## config.mk

```make
export PLATFORM = sky130hd
export DESIGN_NAME = flash_read_arbiter
export DESIGN_NICKNAME = d
export VERILOG_FILES = /design/src/rtl/flash_read_arbiter.sv
export SDC_FILE = /design/constraint.sdc
export NUM_CORES = 1
export LEC_CHECK = 0
export ABC_AREA = 1
export BUFFER_PORTS_ARGS = -buffer_cell sky130_fd_sc_hd__buf_2
export CORE_MARGIN = 4
export CORE_UTILIZATION = 30
export DETAILED_ROUTE_END_ITERATION = 16
export PLACE_DENSITY = 0.56
export SLEW_MARGIN = 5
export SYNTH_ARGS = -nofsm -noshare
export SYNTH_HDL_FRONTEND = slang
export SYNTH_SLANG_ARGS = --single-unit
```

## constraint.sdc

```tcl
create_clock -name clk -period 1.59 [get_ports clk]
set_input_delay 0.0795 -clock clk [delete_from_list [all_inputs] [get_ports clk]]
set_output_delay 0.0795 -clock clk [all_outputs]
set_load 0.03 [all_outputs]
```

## src/rtl/flash_read_arbiter.sv

```systemverilog
// Round-robin arbiter sharing one SPI flash read engine between two requesters.
// Optional single-entry last-read cache: define FLASH_READ_ARB_CACHE_EN.
module flash_read_arbiter #(
  parameter int ADDR_W         = 24,
  parameter int DATA_W         = 32,
  parameter int TIMEOUT_CYCLES = 4096
) (
  input  logic              clk,
  input  logic              reset,
  input  logic [1:0]        req_valid,
  input  logic [ADDR_W-1:0] req_addr0,
  input  logic [ADDR_W-1:0] req_addr1,
  output logic [1:0]        req_ready,
  output logic [1:0]        rsp_valid,
  input  logic [1:0]        rsp_ready,
  output logic [DATA_W-1:0] rsp_data,
  output logic              rsp_err,
  input  logic              rdr_addr_free,
  output logic              rdr_addr_en,
  output logic [ADDR_W-1:0] rdr_addr_data,
  input  logic              rdr_data_available,
  input  logic [DATA_W-1:0] rdr_data,
  output logic              rdr_ack,
  output logic              timeout_sticky
);

  localparam int TW = $clog2(TIMEOUT_CYCLES + 1);
  localparam logic [TW-1:0] T_LAST = TW'(TIMEOUT_CYCLES - 1);
  localparam logic [DATA_W-1:0] ABORT_WORD = DATA_W'(32'hDEAD_BEEF);

  typedef enum logic [1:0] {
    IDLE,
    ISSUE,
    WAIT_DATA,
    DELIVER
  } state_t;

  state_t            state_q, state_d;
  logic              rr_q, rr_d;
  logic              gnt_q, gnt_d;
  logic [ADDR_W-1:0] addr_q, addr_d;
  logic [TW-1:0]     timer_q, timer_d;
  logic [DATA_W-1:0] data_q, data_d;
  logic              err_q, err_d;
  logic              sticky_q, sticky_d;

  logic              any_req;
  logic              g;
  logic [ADDR_W-1:0] g_addr;
  logic              hit;
  logic [DATA_W-1:0] hit_data;

  assign any_req = |req_valid;

  always_comb begin
    g = 1'b0;
    unique case (req_valid)
      2'b01:   g = 1'b0;
      2'b10:   g = 1'b1;
      2'b11:   g = rr_q;
      default: g = 1'b0;
    endcase
  end

  assign g_addr = g ? req_addr1 : req_addr0;

`ifdef FLASH_READ_ARB_CACHE_EN
  logic              c_valid_q;
  logic [ADDR_W-1:0] c_addr_q;
  logic [DATA_W-1:0] c_data_q;
  logic              c_fill;
  logic              c_inval;

  assign c_fill  = (state_q == WAIT_DATA) && rdr_data_available;
  assign c_inval = (state_q == WAIT_DATA) && !rdr_data_available
                   && (timer_q == T_LAST);

  always_ff @(posedge clk or negedge reset) begin
    if (!reset) begin
      c_valid_q <= 1'b0;
      c_addr_q  <= '0;
      c_data_q  <= '0;
    end else if (c_inval) begin
      c_valid_q <= 1'b0;
    end else if (c_fill) begin
      c_valid_q <= 1'b1;
      c_addr_q  <= addr_q;
      c_data_q  <= rdr_data;
    end
  end

  assign hit      = c_valid_q && (c_addr_q == g_addr);
  assign hit_data = c_data_q;
`else
  assign hit      = 1'b0;
  assign hit_data = '0;
`endif

  always_comb begin
    state_d     = state_q;
    rr_d        = rr_q;
    gnt_d       = gnt_q;
    addr_d      = addr_q;
    timer_d     = timer_q;
    data_d      = data_q;
    err_d       = err_q;
    sticky_d    = sticky_q;
    req_ready   = '0;
    rsp_valid   = '0;
    rdr_addr_en = 1'b0;
    rdr_ack     = 1'b0;
    unique case (state_q)
      IDLE: begin
        // reset gate keeps the combinational grant quiet while held in reset
        if (any_req && reset) begin
          req_ready[g] = 1'b1;
          gnt_d        = g;
          addr_d       = g_addr;
          if (hit) begin
            data_d  = hit_data;
            err_d   = 1'b0;
            state_d = DELIVER;
          end else begin
            state_d = ISSUE;
          end
        end
      end
      ISSUE: begin
        if (rdr_addr_free) begin
          rdr_addr_en = 1'b1;
          timer_d     = '0;
          state_d     = WAIT_DATA;
        end
      end
      WAIT_DATA: begin
        timer_d = timer_q + 1'b1;
        if (rdr_data_available) begin
          data_d  = rdr_data;
          err_d   = 1'b0;
          rdr_ack = 1'b1;
          state_d = DELIVER;
        end else if (timer_q == T_LAST) begin
          data_d   = ABORT_WORD;
          err_d    = 1'b1;
          sticky_d = 1'b1;
          state_d  = DELIVER;
        end
      end
      DELIVER: begin
        rsp_valid[gnt_q] = 1'b1;
        if (rsp_ready[gnt_q]) begin
          rr_d    = ~gnt_q;
          state_d = IDLE;
        end
      end
      default: state_d = IDLE;
    endcase
  end

  always_ff @(posedge clk or negedge reset) begin
    if (!reset) begin
      state_q  <= IDLE;
      rr_q     <= 1'b0;
      gnt_q    <= 1'b0;
      addr_q   <= '0;
      timer_q  <= '0;
      data_q   <= '0;
      err_q    <= 1'b0;
      sticky_q <= 1'b0;
    end else begin
      state_q  <= state_d;
      rr_q     <= rr_d;
      gnt_q    <= gnt_d;
      addr_q   <= addr_d;
      timer_q  <= timer_d;
      data_q   <= data_d;
      err_q    <= err_d;
      sticky_q <= sticky_d;
    end
  end

  assign rsp_data       = data_q;
  assign rsp_err        = err_q;
  assign rdr_addr_data  = addr_q;
  assign timeout_sticky = sticky_q;

endmodule

```

==> results.toml <==
[outcome]
status = "complete, no violations"

[yosys]
syn_area_um2 = 3642
ys_types = 27
ys_ff_latch = 75
synthCells = 455
ys_warn_count = 0
syn-num-nets = 549
synth_seq_area_share = 0.5153
avgSynthCellArea_um2 = 8.005

[pwr]
power.density_nw_per_um2 = 1726
p_clk_frac = 0.191
comb_power_share = 0.494
p_leak_nw = 3.081
switching_share = 0.4481
intPower_mw = 5.524
ir_drop_mv = 0.7810
power_frac_seq = 0.315
p_switching_mw = 4.486

[sta]
worst_slack_ns = 0.02854
tightest_slew_ns = 0.4326
slew_viol_final = 0
setup_violations = 0
fin_skew_ns = 0.008854
hold_viol_final = 0
timing.setup.tns_ns = 0
rsz0062_at_grt = "yes"
period_needed_ns = 1.561
period_share = 0.9820
fmax_mhz = 640.4
slew_headroom = 0.7116

[clock_tree]
clkLatencyLatePin_ns = 0.34
clk_pin_slew_ns = 0.06
cts.path.max_buffers = 2
clock_sinks = 75
cts_tree = "done"
numCtsBuffers = 9
root_buffer = "clkbuf_16"
h-tree-depth = 3

[grt]
antenna_found_initial = 0
grt_pass1_vias = 3906
grt_max_degree = 76
grt_overflow = 0
grt_pass1_wl_mm = 19.20
grt_use_met3 = 0.05253
grt_usage = 0.1686
top_usage_layer = "met2"
met1_usage = 0.1958
met2_usage = 0.2794

[setup_path]
cp-endpoint = "rdr_addr_en"
r2r_setup_slack_ns = 0.10
crit_required_ns = 1.51
r2r_end = "timer_q[6]"
crit_path_start = "state_q[1]"
path_cells = "inv_2, ha_2, nand2_1, buf_4, inv_1, buf_6"
critPathKind = "register to output port"
crit_path_end_kind = "output port"
critPathArrivalTime_ns = 1.48
critPathSlowestCell = "dfrtp_1"
regToRegStartpoint = "state_q[1]"
crit_fanout = 3
max_stage_delay_ns = 0.43
r2r_cells = 8
start_kind = "register"

[floorplan]
die_y_um = 118.2
initial_core_util = 0.3123
core_um2 = 11660
die-area_um2 = 13970
io_pins = 152
die_x_um = 118.2
num_rows = 39

[finish]
final_cells = 838
area_growth_pct = 59.26
final_core_util = 0.4974
n_antenna_cell = 0
ff_latch_area_um2 = 1877
drive_gt1_frac = 0.3842
nets = 784
mostFrequentLayoutCells = "nand2_1, buf_2, dfrtp_1, dlygate4sd3_1, nand3_1"
multiInputGateArea_um2 = 1687
fill_cells = 1073
final_common_cell = "nand2_1"

[place]
io_buffers = 151
pre_cts_slack_ns = -0.1451
placed_cells = 749
dp_hpwl_mm = 7.662
gp_congestion = 0.8888

[drt]
drc = 0
drtPass1Iterations = 4
antenna_left = 0
wirelength_mm = 11.79
route.vias.total = 3833
wire_per_inst_um = 14.07
drtIter0Drc = 322
vias_per_cell = 4.574

[job]
cap_violations = 0

[min_path]
min_path_type = "input pin to register"
hold_start = "rsp_ready[0]"
-- metal layers --
metal | wire (um) | vias up
li1 | - | 1896
met1 | 4695 | 1766
met2 | 6002 | 127
met3 | 582 | 44
met4 | 507 | 0
met5 | 0 | -
-- area by class of cell --
class | instances | area share
clock inverter | 6 | 0.006903
inverter | 26 | 0.01769
timing repair buffer | 240 | 0.2890
multi-input combinational | 338 | 0.2908
clock buffer | 10 | 0.04120
sequential | 75 | 0.3236
tap | 143 | 0.03085
-- kinds of logic (layout without fill, tap and decap cells) --
group | after synthesis | after routing | synth area share
fa+ha+maj | 6 | 6 | 0.02061
simple gates | 312 | 313 | 0.3793
compound gates | 19 | 19 | 0.03023
flops | 75 | 75 | 0.5153
buf+inv | 43 | 282 | 0.05462
-- what timing repair did --
item / CTS / global route
endpoints found under the hold margin: 107 / 0
hold buffers: 57 / 0
setup buffers: 5 / 10
pin swaps: 2 / 5
resized for setup: 24 / 25
cloned: 0 / 2
setup endpoints to repair: 51 / 73
-- power groups by stage --
| stage | Sequential (mW) | Combinational [mW] | Clock, mW |
|---|---|---|---|
| floorplan | 4.50 | 1.60 | 0 |
| global placement | 3.16 | 4.34 | 0 |
| detailed placement | 3.17 | 4.41 | 0 |
| CTS | 3.15 | 4.73 | 1.99 |
| global route | 3.26 | 5.38 | 2.08 |
| finish | 3.15 | 4.94 | 1.91 |
-- cell usage after synthesis --
| cell type | instances | area (um2) |
|---|---|---|
| nand2_1 | 183 | 686.9 |
| or2_2 | 25 | 156.4 |
| nor2_4 | 1 | 11.26 |
| nand2_4 | 3 | 33.78 |
| buf_6 | 3 | 33.78 |
| clkbuf_1 | 6 | 22.52 |
| a21oi_1 | 8 | 40.04 |
| o21ai_1 | 2 | 10.01 |
| nor3_1 | 3 | 15.01 |
| inv_2 | 2 | 7.510 |
| a2bb2oi_1 | 1 | 8.760 |
| nand3_1 | 56 | 280.3 |
| o21ai_0 | 4 | 20.02 |
| o21bai_1 | 3 | 22.52 |
| clkinv_1 | 1 | 3.750 |
| inv_1 | 23 | 86.33 |
| ha_1 | 6 | 75.07 |
| buf_2 | 6 | 30.03 |
| dfrtp_1 | 75 | 1877 |
| nand2_2 | 12 | 75.07 |
| nor2_1 | 25 | 93.84 |
| nand4_1 | 1 | 6.260 |
| a22o_1 | 1 | 8.760 |
| nor2_2 | 1 | 6.260 |
| buf_4 | 2 | 15.01 |
| nor3_2 | 1 | 10.01 |
| and2_1 | 1 | 6.260 |
-- stage by stage --
| step | total power [mW] | area [um2] | hold WS [ns] |
|---|---|---|---|
| 2_1_floorplan | 6.103 | 3642 | -0.2161 |
| 3_3_place_gp | 7.501 | 4643 | 0.1735 |
| 4_1_cts | 9.873 | 5609 | 0.01021 |
| 3_5_place_dp | 7.580 | 4643 | 0.1704 |
| 5_1_grt | 10.71 | 5801 | 0.01902 |
| 6_report | 10.01 | 5801 | 0.02663 |
-- critical path, delay by kind of cell (launching register included) --
| family | cells | cell delay (ns) |
|---|---|---|
| AND/OR/NAND/NOR | 1 | 0.07 |
| buffers and inverters | 4 | 0.44 |
| flip-flops | 1 | 0.43 |
| adder cells (fa/ha/maj) | 1 | 0.19 |
-- worst min-delay path by stage --
stage / slack [ns] / depth (start not counted) / endpoint
finish: 0.03 / 3 / rr_q
global route: 0.02 / 3 / rr_q
floorplan: -0.22 / 0 / gnt_q
detailed placement: 0.17 / 2 / timer_q[10]
CTS: 0.01 / 3 / rr_q
global placement: 0.17 / 2 / timer_q[10]
-- state kept, by name, summed over array words and instances, names as in the netlist --
register,flops
rsp_err,1
gnt_q,1
rdr_addr_data,24
timer_q,13
rr_q,1
rsp_data,32
state_q,2
timeout_sticky,1
No activity file was read; power rests on OpenSTA's default activity.
